<file path="src/rtl/adc_capture_ctrl_if.sv">
// Signal bundle between the ADC capture sequencer and its surroundings: configuration,
// trigger and sample stream in, RAM write port and capture status out.
interface adc_capture_ctrl_if #(
    parameter int unsigned NUM_WORDS = 8192,
    parameter int unsigned ADDR_W    = $clog2(NUM_WORDS),
    parameter int unsigned SAMPLE_W  = 16
);
    logic                  cfg_arm;
    logic                  cfg_abort;
    logic                  cfg_ext_trig;
    logic [ADDR_W:0]       cfg_len;
    logic [7:0]            cfg_decim;
    logic                  trig_in;
    logic                  smp_vld;
    logic [SAMPLE_W-1:0]   smp_a;
    logic [SAMPLE_W-1:0]   smp_b;
    logic                  adc_we;
    logic [ADDR_W-1:0]     adc_addr;
    logic [2*SAMPLE_W-1:0] adc_data;
    logic                  busy;
    logic                  done;
    logic [ADDR_W-1:0]     trig_addr;
    logic [ADDR_W:0]       wr_count;

    modport master (
        output cfg_arm, cfg_abort, cfg_ext_trig, cfg_len, cfg_decim, trig_in,
        output smp_vld, smp_a, smp_b,
        input  adc_we, adc_addr, adc_data, busy, done, trig_addr, wr_count
    );

    modport slave (
        input  cfg_arm, cfg_abort, cfg_ext_trig, cfg_len, cfg_decim, trig_in,
        input  smp_vld, smp_a, smp_b,
        output adc_we, adc_addr, adc_data, busy, done, trig_addr, wr_count
    );
endinterface

</file>
<file path="src/rtl/adc_capture_ctrl.sv">
// Write-side sequencer for the ADC port of the sample RAM: decimates a two-channel sample
// stream, packs each pair into one word and writes it, with optional triggered capture.
module adc_capture_ctrl #(
    parameter int unsigned NUM_WORDS = 8192,
    parameter int unsigned ADDR_W    = $clog2(NUM_WORDS),
    parameter int unsigned SAMPLE_W  = 16
) (
    input logic               adc_clk,
    input logic               adc_rst,
    adc_capture_ctrl_if.slave bus
);
    typedef enum logic [1:0] {StIdle, StArmed, StCapture, StDone} state_e;

    localparam logic [ADDR_W:0] LenMax = {1'b1, {ADDR_W{1'b0}}};

    state_e                state_q, state_d;
    logic [ADDR_W-1:0]     wptr_q, wptr_d;
    logic [ADDR_W-1:0]     trig_addr_q, trig_addr_d;
    logic [ADDR_W-1:0]     addr_q, addr_d;
    logic [ADDR_W:0]       len_q, len_d;
    logic [ADDR_W:0]       wr_count_q, wr_count_d;
    logic [7:0]            decim_q, decim_d;
    logic [7:0]            dcnt_q, dcnt_d;
    logic [2*SAMPLE_W-1:0] data_q, data_d;
    logic                  we_q, we_d;
    logic                  done_q, done_d;
    logic                  trig_q;

    logic                  busy;
    logic                  arm_ok;
    logic                  trig_edge;
    logic                  accept;
    logic [ADDR_W:0]       count_inc;

    always_comb begin
        busy      = (state_q == StArmed) || (state_q == StCapture);
        arm_ok    = bus.cfg_arm && !bus.cfg_abort && !busy;
        trig_edge = bus.trig_in && !trig_q;
        // A sample landing in the abort cycle is dropped rather than written.
        accept    = bus.smp_vld && busy && (dcnt_q == '0) && !bus.cfg_abort;
        count_inc = wr_count_q + 1'b1;

        state_d     = state_q;
        wptr_d      = wptr_q;
        trig_addr_d = trig_addr_q;
        addr_d      = addr_q;
        len_d       = len_q;
        wr_count_d  = wr_count_q;
        decim_d     = decim_q;
        dcnt_d      = dcnt_q;
        data_d      = data_q;
        done_d      = done_q;
        we_d        = 1'b0;

        if (bus.cfg_abort) begin
            state_d = StIdle;
        end else if (arm_ok) begin
            len_d      = (bus.cfg_len == '0 || bus.cfg_len > LenMax) ? LenMax : bus.cfg_len;
            decim_d    = bus.cfg_decim;
            wptr_d     = '0;
            wr_count_d = '0;
            dcnt_d     = '0;
            done_d     = 1'b0;
            if (bus.cfg_ext_trig) begin
                state_d = StArmed;
            end else begin
                state_d     = StCapture;
                trig_addr_d = '0;
            end
        end else if (busy) begin
            if (bus.smp_vld) begin
                dcnt_d = (dcnt_q == '0) ? decim_q : dcnt_q - 8'd1;
            end
            if (accept) begin
                we_d   = 1'b1;
                addr_d = wptr_q;
                data_d = {bus.smp_b, bus.smp_a};
                wptr_d = wptr_q + 1'b1;
            end
            if (state_q == StArmed && trig_edge) begin
                state_d     = StCapture;
                trig_addr_d = wptr_q;
            end
            // The sample accepted alongside the trigger edge is the first post-trigger word.
            if (accept && (state_q == StCapture || trig_edge)) begin
                wr_count_d = count_inc;
                if (count_inc == len_q) begin
                    state_d = StDone;
                    done_d  = 1'b1;
                end
            end
        end
    end

    always_ff @(posedge adc_clk) begin
        if (adc_rst) begin
            state_q     <= StIdle;
            wptr_q      <= '0;
            trig_addr_q <= '0;
            addr_q      <= '0;
            len_q       <= '0;
            wr_count_q  <= '0;
            decim_q     <= '0;
            dcnt_q      <= '0;
            data_q      <= '0;
            we_q        <= 1'b0;
            done_q      <= 1'b0;
            trig_q      <= 1'b0;
        end else begin
            state_q     <= state_d;
            wptr_q      <= wptr_d;
            trig_addr_q <= trig_addr_d;
            addr_q      <= addr_d;
            len_q       <= len_d;
            wr_count_q  <= wr_count_d;
            decim_q     <= decim_d;
            dcnt_q      <= dcnt_d;
            data_q      <= data_d;
            we_q        <= we_d;
            done_q      <= done_d;
            trig_q      <= bus.trig_in;
        end
    end

    assign bus.adc_we    = we_q;
    assign bus.adc_addr  = addr_q;
    assign bus.adc_data  = data_q;
    assign bus.busy      = busy;
    assign bus.done      = done_q;
    assign bus.trig_addr = trig_addr_q;
    assign bus.wr_count  = wr_count_q;
endmodule

</file>
<file path="src/flat_wrapper.sv">
// flat-port wrapper written by rule: the top's interface ports become plain ports
module adc_capture_ctrl_flat 
#(
    parameter int unsigned NUM_WORDS = 8192,
    parameter int unsigned ADDR_W    = $clog2(NUM_WORDS),
    parameter int unsigned SAMPLE_W  = 16
)
  (adc_clk, adc_rst, bus_cfg_arm, bus_cfg_abort, bus_cfg_ext_trig, bus_cfg_len, bus_cfg_decim, bus_trig_in, bus_smp_vld, bus_smp_a, bus_smp_b, bus_adc_we, bus_adc_addr, bus_adc_data, bus_busy, bus_done, bus_trig_addr, bus_wr_count);
  adc_capture_ctrl_if #(.NUM_WORDS(NUM_WORDS), .ADDR_W(ADDR_W), .SAMPLE_W(SAMPLE_W)) bus_i ();
  input logic adc_clk;
  input logic adc_rst;
  input wire logic [$bits(bus_i.cfg_arm)-1:0] bus_cfg_arm;
  input wire logic [$bits(bus_i.cfg_abort)-1:0] bus_cfg_abort;
  input wire logic [$bits(bus_i.cfg_ext_trig)-1:0] bus_cfg_ext_trig;
  input wire logic [$bits(bus_i.cfg_len)-1:0] bus_cfg_len;
  input wire logic [$bits(bus_i.cfg_decim)-1:0] bus_cfg_decim;
  input wire logic [$bits(bus_i.trig_in)-1:0] bus_trig_in;
  input wire logic [$bits(bus_i.smp_vld)-1:0] bus_smp_vld;
  input wire logic [$bits(bus_i.smp_a)-1:0] bus_smp_a;
  input wire logic [$bits(bus_i.smp_b)-1:0] bus_smp_b;
  output wire logic [$bits(bus_i.adc_we)-1:0] bus_adc_we;
  output wire logic [$bits(bus_i.adc_addr)-1:0] bus_adc_addr;
  output wire logic [$bits(bus_i.adc_data)-1:0] bus_adc_data;
  output wire logic [$bits(bus_i.busy)-1:0] bus_busy;
  output wire logic [$bits(bus_i.done)-1:0] bus_done;
  output wire logic [$bits(bus_i.trig_addr)-1:0] bus_trig_addr;
  output wire logic [$bits(bus_i.wr_count)-1:0] bus_wr_count;
  assign bus_i.cfg_arm = bus_cfg_arm;
  assign bus_i.cfg_abort = bus_cfg_abort;
  assign bus_i.cfg_ext_trig = bus_cfg_ext_trig;
  assign bus_i.cfg_len = bus_cfg_len;
  assign bus_i.cfg_decim = bus_cfg_decim;
  assign bus_i.trig_in = bus_trig_in;
  assign bus_i.smp_vld = bus_smp_vld;
  assign bus_i.smp_a = bus_smp_a;
  assign bus_i.smp_b = bus_smp_b;
  assign bus_adc_we = bus_i.adc_we;
  assign bus_adc_addr = bus_i.adc_addr;
  assign bus_adc_data = bus_i.adc_data;
  assign bus_busy = bus_i.busy;
  assign bus_done = bus_i.done;
  assign bus_trig_addr = bus_i.trig_addr;
  assign bus_wr_count = bus_i.wr_count;
  adc_capture_ctrl #(.NUM_WORDS(NUM_WORDS), .ADDR_W(ADDR_W), .SAMPLE_W(SAMPLE_W)) u_core (.adc_clk(adc_clk), .adc_rst(adc_rst), .bus(bus_i));
endmodule
</file>
<file path="config.mk">
export PLATFORM = sky130hd
export DESIGN_NAME = adc_capture_ctrl_flat
export DESIGN_NICKNAME = d
export VERILOG_FILES = /design/src/rtl/adc_capture_ctrl_if.sv /design/src/rtl/adc_capture_ctrl.sv /design/src/flat_wrapper.sv
export SDC_FILE = /design/constraint.sdc
export NUM_CORES = 1
export LEC_CHECK = 0
export BUFFER_PORTS_ARGS = -buffer_cell sky130_fd_sc_hd__buf_4
export CORE_MARGIN = 4
export CORE_UTILIZATION = 25
export DETAILED_ROUTE_END_ITERATION = 16
export GPL_TIMING_DRIVEN = 0
export PLACE_DENSITY = 0.55
export SLEW_MARGIN = 20
export SYNTH_ARGS = -nofsm -noshare
export SYNTH_HDL_FRONTEND = slang
export SYNTH_SLANG_ARGS = --single-unit
</file>
<file path="constraint.sdc">
create_clock -name adc_clk -period 7 [get_ports adc_clk]
set_input_delay 0.7 -clock adc_clk [delete_from_list [all_inputs] [get_ports adc_clk]]
set_output_delay 0.7 -clock adc_clk [all_outputs]
set_load 0.02 [all_outputs]
</file>
==> results.md <==
- Total die area: 0.02327 mm2
- Crit path depth: 8
- Pre-CTS WS: 4.163 ns
- Global-route wire length before repair: 25.69 mm
- # fillers: 2170
- Most frequent cell after synthesis: nand2_1
- Initial core utilization: 25.65%
- Final worst-path cycle share: 39.74%
- 1st-pass router iterations: 4
- Post-synthesis register bit count: 120
- Final std cells w/o fill: 1075
- Status: finished clean
- Pleak: 2.789 nW
- Vias in the first global route: 4816
- Critical path arrival: 3.10 ns
- Mapped Area: 0.005224 mm2
- Post-Syn Area per Cell: 8.149 um2
- Die height: 152.6 um
- Hold depth: 2
- Slew of the pin with the lowest slew margin: 0.7492 ns
- Synth Flop Type: dfxtp_1
- Reg clk slew, reported paths: 0.05 ns
- Commonest cells post-synth: 146 x nand2_1, 120 x dfxtp_1, 92 x a21oi_1
- Skew final: 0.01426 ns
- Final GP Congestion: 0.8306
- Setup ws final: 4.218 ns
- EDFF count, synth: 0
- Power per cell area: 241.4 mW/mm2
- Total wire length: 15.69 mm
- Critical path's slowest cell: or4_4
- DR WL/cell: 14.60 um
- Initial antenna violation count: 0
- Std cell rows: 52
- Cells resized by post-CTS repair: 0
- Setup slack, reg-to-reg: 4.22 ns
- Min cycle time layout: 2.782 ns
- Worst Hold Slack: 0.4524 ns
- H-tree Lvls: 4
- CTS max path bufs: 2
- Overall routing resource usage: 13.54%
- Die Span X: 152.6 um
- # setup viols final: 0
- Worst min-delay path class: reg2reg
- Via density: 4.562
- Synth unique cells: 58
- I/O pin count: 136
- Clock Root Buffer: clkbuf_16
- Clk_lat worst skew: 0.41 ns
- Multi-input logic area: 0.002621 mm2
- Max-slew headroom: 50.06%
- Diodes inserted: 0
- Worst setup path class: reg2reg
- Maximum clock rate: 359.4 MHz
- Placed insts: 1044
- Max Slew Vio Count: 0
- Required @ worst endpoint: 7.31 ns
- Async SR Flop Fraction: 0%
- Post-Syn Nets: 708
- Setup bufs post-CTS: 0
- Detailed-route via count: 4904
- Clock sink count: 120
- Peak VDD IR: 175.0 uV
- Fin nets: 860
- Area leader, netlist: dfxtp_1
- Layout cells sized above 1: 23.11%
- Ys Warns: 0
- Synth top area share: 45.99%
- Worst-path fanout max: 8
- Critical-path cell list: inv_1 -> ha_1 -> nor3b_4 -> o2111ai_2 -> a21oi_1 -> o2111ai_1 -> or4_4 -> a311oi_2
- Antenna Violating Nets Remaining: 0
- Setup TNS: 0 ns
- Critical Path End Type: flip-flop
- Drt drc: 0
- GRT overflow: 0
- Cell count after synthesis: 641
- I/O Buffers: 133
- Post-DP HPWL: 11.69 mm
- Final Hold Vio Count: 0
- Initial DRC Count: 248
- FF+latch area: 0.002402 mm2
- Startpoint Class: flip-flop
- CTS Hold Bufs: 0
- Bufs and invs on worst path: 1
- CTS tree: yes
- Clock buffer count from CTS: 17
- Area growth syn-to-layout: 37.87%
- Largest net degree at the start of global routing: 17
- Core ar.: 0.02036 mm2
- Top post-synthesis cells by area: dfxtp_1 46%, nand2_1 10%, a21oi_1 8.8%
- Maxcap violations: 0
- Largest stage delay, worst path: 0.58 ns
- Unrepaired setup endpoints after global routing: false
- Register area share after synthesis: 45.99%
- Critical path's top delay family: simple AND/OR/NAND/NOR gates
- R2R depth: 8
[power breakdown]
part	internal [mW]	switching [mW]	leakage [nW]
clock network	0.639	0.316	0.313
registers	0.690	0.00501	0.969
logic	0.0387	0.0489	1.51
[sequential cells by signal, summed over array words and instances, names as in the netlist]
register and cells:
u_core.bus.adc_addr 13, u_core.bus.adc_data 32, u_core.bus.adc_we 1, u_core.bus.done 1, u_core.bus.trig_addr 13, u_core.bus.wr_count 14, u_core.dcnt_q 8, u_core.decim_q 8
u_core.len_q 14, u_core.state_q 2, u_core.trig_q 1, u_core.wptr_q 13
[cell type report]
type	count	area share [%]
Multi-Input combinational cell	474	36.40
Sequential cell	120	33.36
Clock buffer	19	6.150
Timing Repair Buffer	133	13.86
Clock inverter	12	2.762
Inverter	8	0.4170
Buffer	39	2.363
Tap cell	270	4.691
[cells in the final DEF, fill, tap and decap left out, types with 2 or more instances in the layout]
| cell type | netlist | layout |
|---|---|---|
| clkbuf_16 | 0 | 17 |
| ha_1 | 6 | 6 |
| dfxtp_1 | 120 | 120 |
| o21ai_0 | 23 | 23 |
| clkinv_2 | 0 | 3 |
| a22oi_1 | 4 | 4 |
| bufinv_16 | 0 | 5 |
| nand4b_1 | 2 | 2 |
| xor2_1 | 15 | 15 |
| a211oi_1 | 3 | 3 |
| nand2b_1 | 5 | 5 |
| buf_2 | 5 | 5 |
| nor4_1 | 6 | 6 |
| buf_4 | 2 | 135 |
| o22ai_1 | 3 | 3 |
| a41oi_1 | 2 | 2 |
| inv_1 | 8 | 8 |
| nor3_1 | 10 | 10 |
| and3_1 | 5 | 5 |
| nor2b_1 | 3 | 3 |
| a221oi_1 | 3 | 3 |
| nor3b_1 | 5 | 5 |
| nand3_1 | 20 | 20 |
| a31oi_1 | 2 | 2 |
| clkbuf_8 | 1 | 2 |
| nand2_1 | 146 | 146 |
| a21oi_1 | 92 | 92 |
| nand3_4 | 2 | 2 |
| xnor2_1 | 17 | 17 |
| a21o_1 | 2 | 2 |
| clkbuf_1 | 30 | 31 |
| clkinv_4 | 0 | 2 |
| nor2_1 | 52 | 52 |
| a22o_1 | 14 | 14 |
| nand4_1 | 5 | 5 |
| o2111ai_1 | 2 | 2 |
[routing by layer]
layer | vias to the layer above | track usage, % | part of all wire [%]
met2 | 97 | 21.49 | 46
met3 | 16 | 4.942 | 5.4
met5 | - | 0 | 0
li1 | 2520 | - | -
met4 | 0 | 4.455 | 1.6
met1 | 2271 | 17.15 | 47
[stage by stage]
step / cell area (um2) / utilization [%] / power, mW
global placement: 6560 / 32.21 / 0.7986
finish: 7202 / 35.37 / 1.738
floorplan: 5224 / - / 0.7514
CTS: 7202 / 35.37 / 1.767
detailed placement: 6560 / 32.21 / 0.7990
global route: 7202 / 35.37 / 1.805
[worst paths after layout]
kind / startpoint / end
max: u_core.state_q[0]$_SDFFE_PP0P_ / u_core.state_q[0]$_SDFFE_PP0P_
min: u_core.bus.adc_data[11]$_SDFFE_PP0P_ / u_core.bus.adc_data[11]$_SDFFE_PP0P_
min reg2reg: u_core.bus.adc_data[11]$_SDFFE_PP0P_ / u_core.bus.adc_data[11]$_SDFFE_PP0P_
max reg2reg: u_core.state_q[0]$_SDFFE_PP0P_ / u_core.state_q[0]$_SDFFE_PP0P_
[worst min-delay path, cell delays in order (launching register included)]
cell and delay (ns):
dfxtp_1 0.30, nand2_1 0.05, a21oi_1 0.05
[logic make-up (layout without fill, tap and decap cells)]
| kind of cell | after synthesis | after routing | synth area share, % |
|---|---|---|---|
| adder cells (fa/ha/maj) | 6 | 6 | 1.437 |
| flip-flops | 120 | 120 | 45.99 |
| AO/OA/AOI/OAI | 160 | 160 | 18.52 |
| AND/OR/NAND/NOR | 276 | 276 | 24.86 |
| XOR/XNOR | 32 | 32 | 5.365 |
| buffers and inverters | 47 | 211 | 3.832 |
Power figures use the tool's default switching activity.
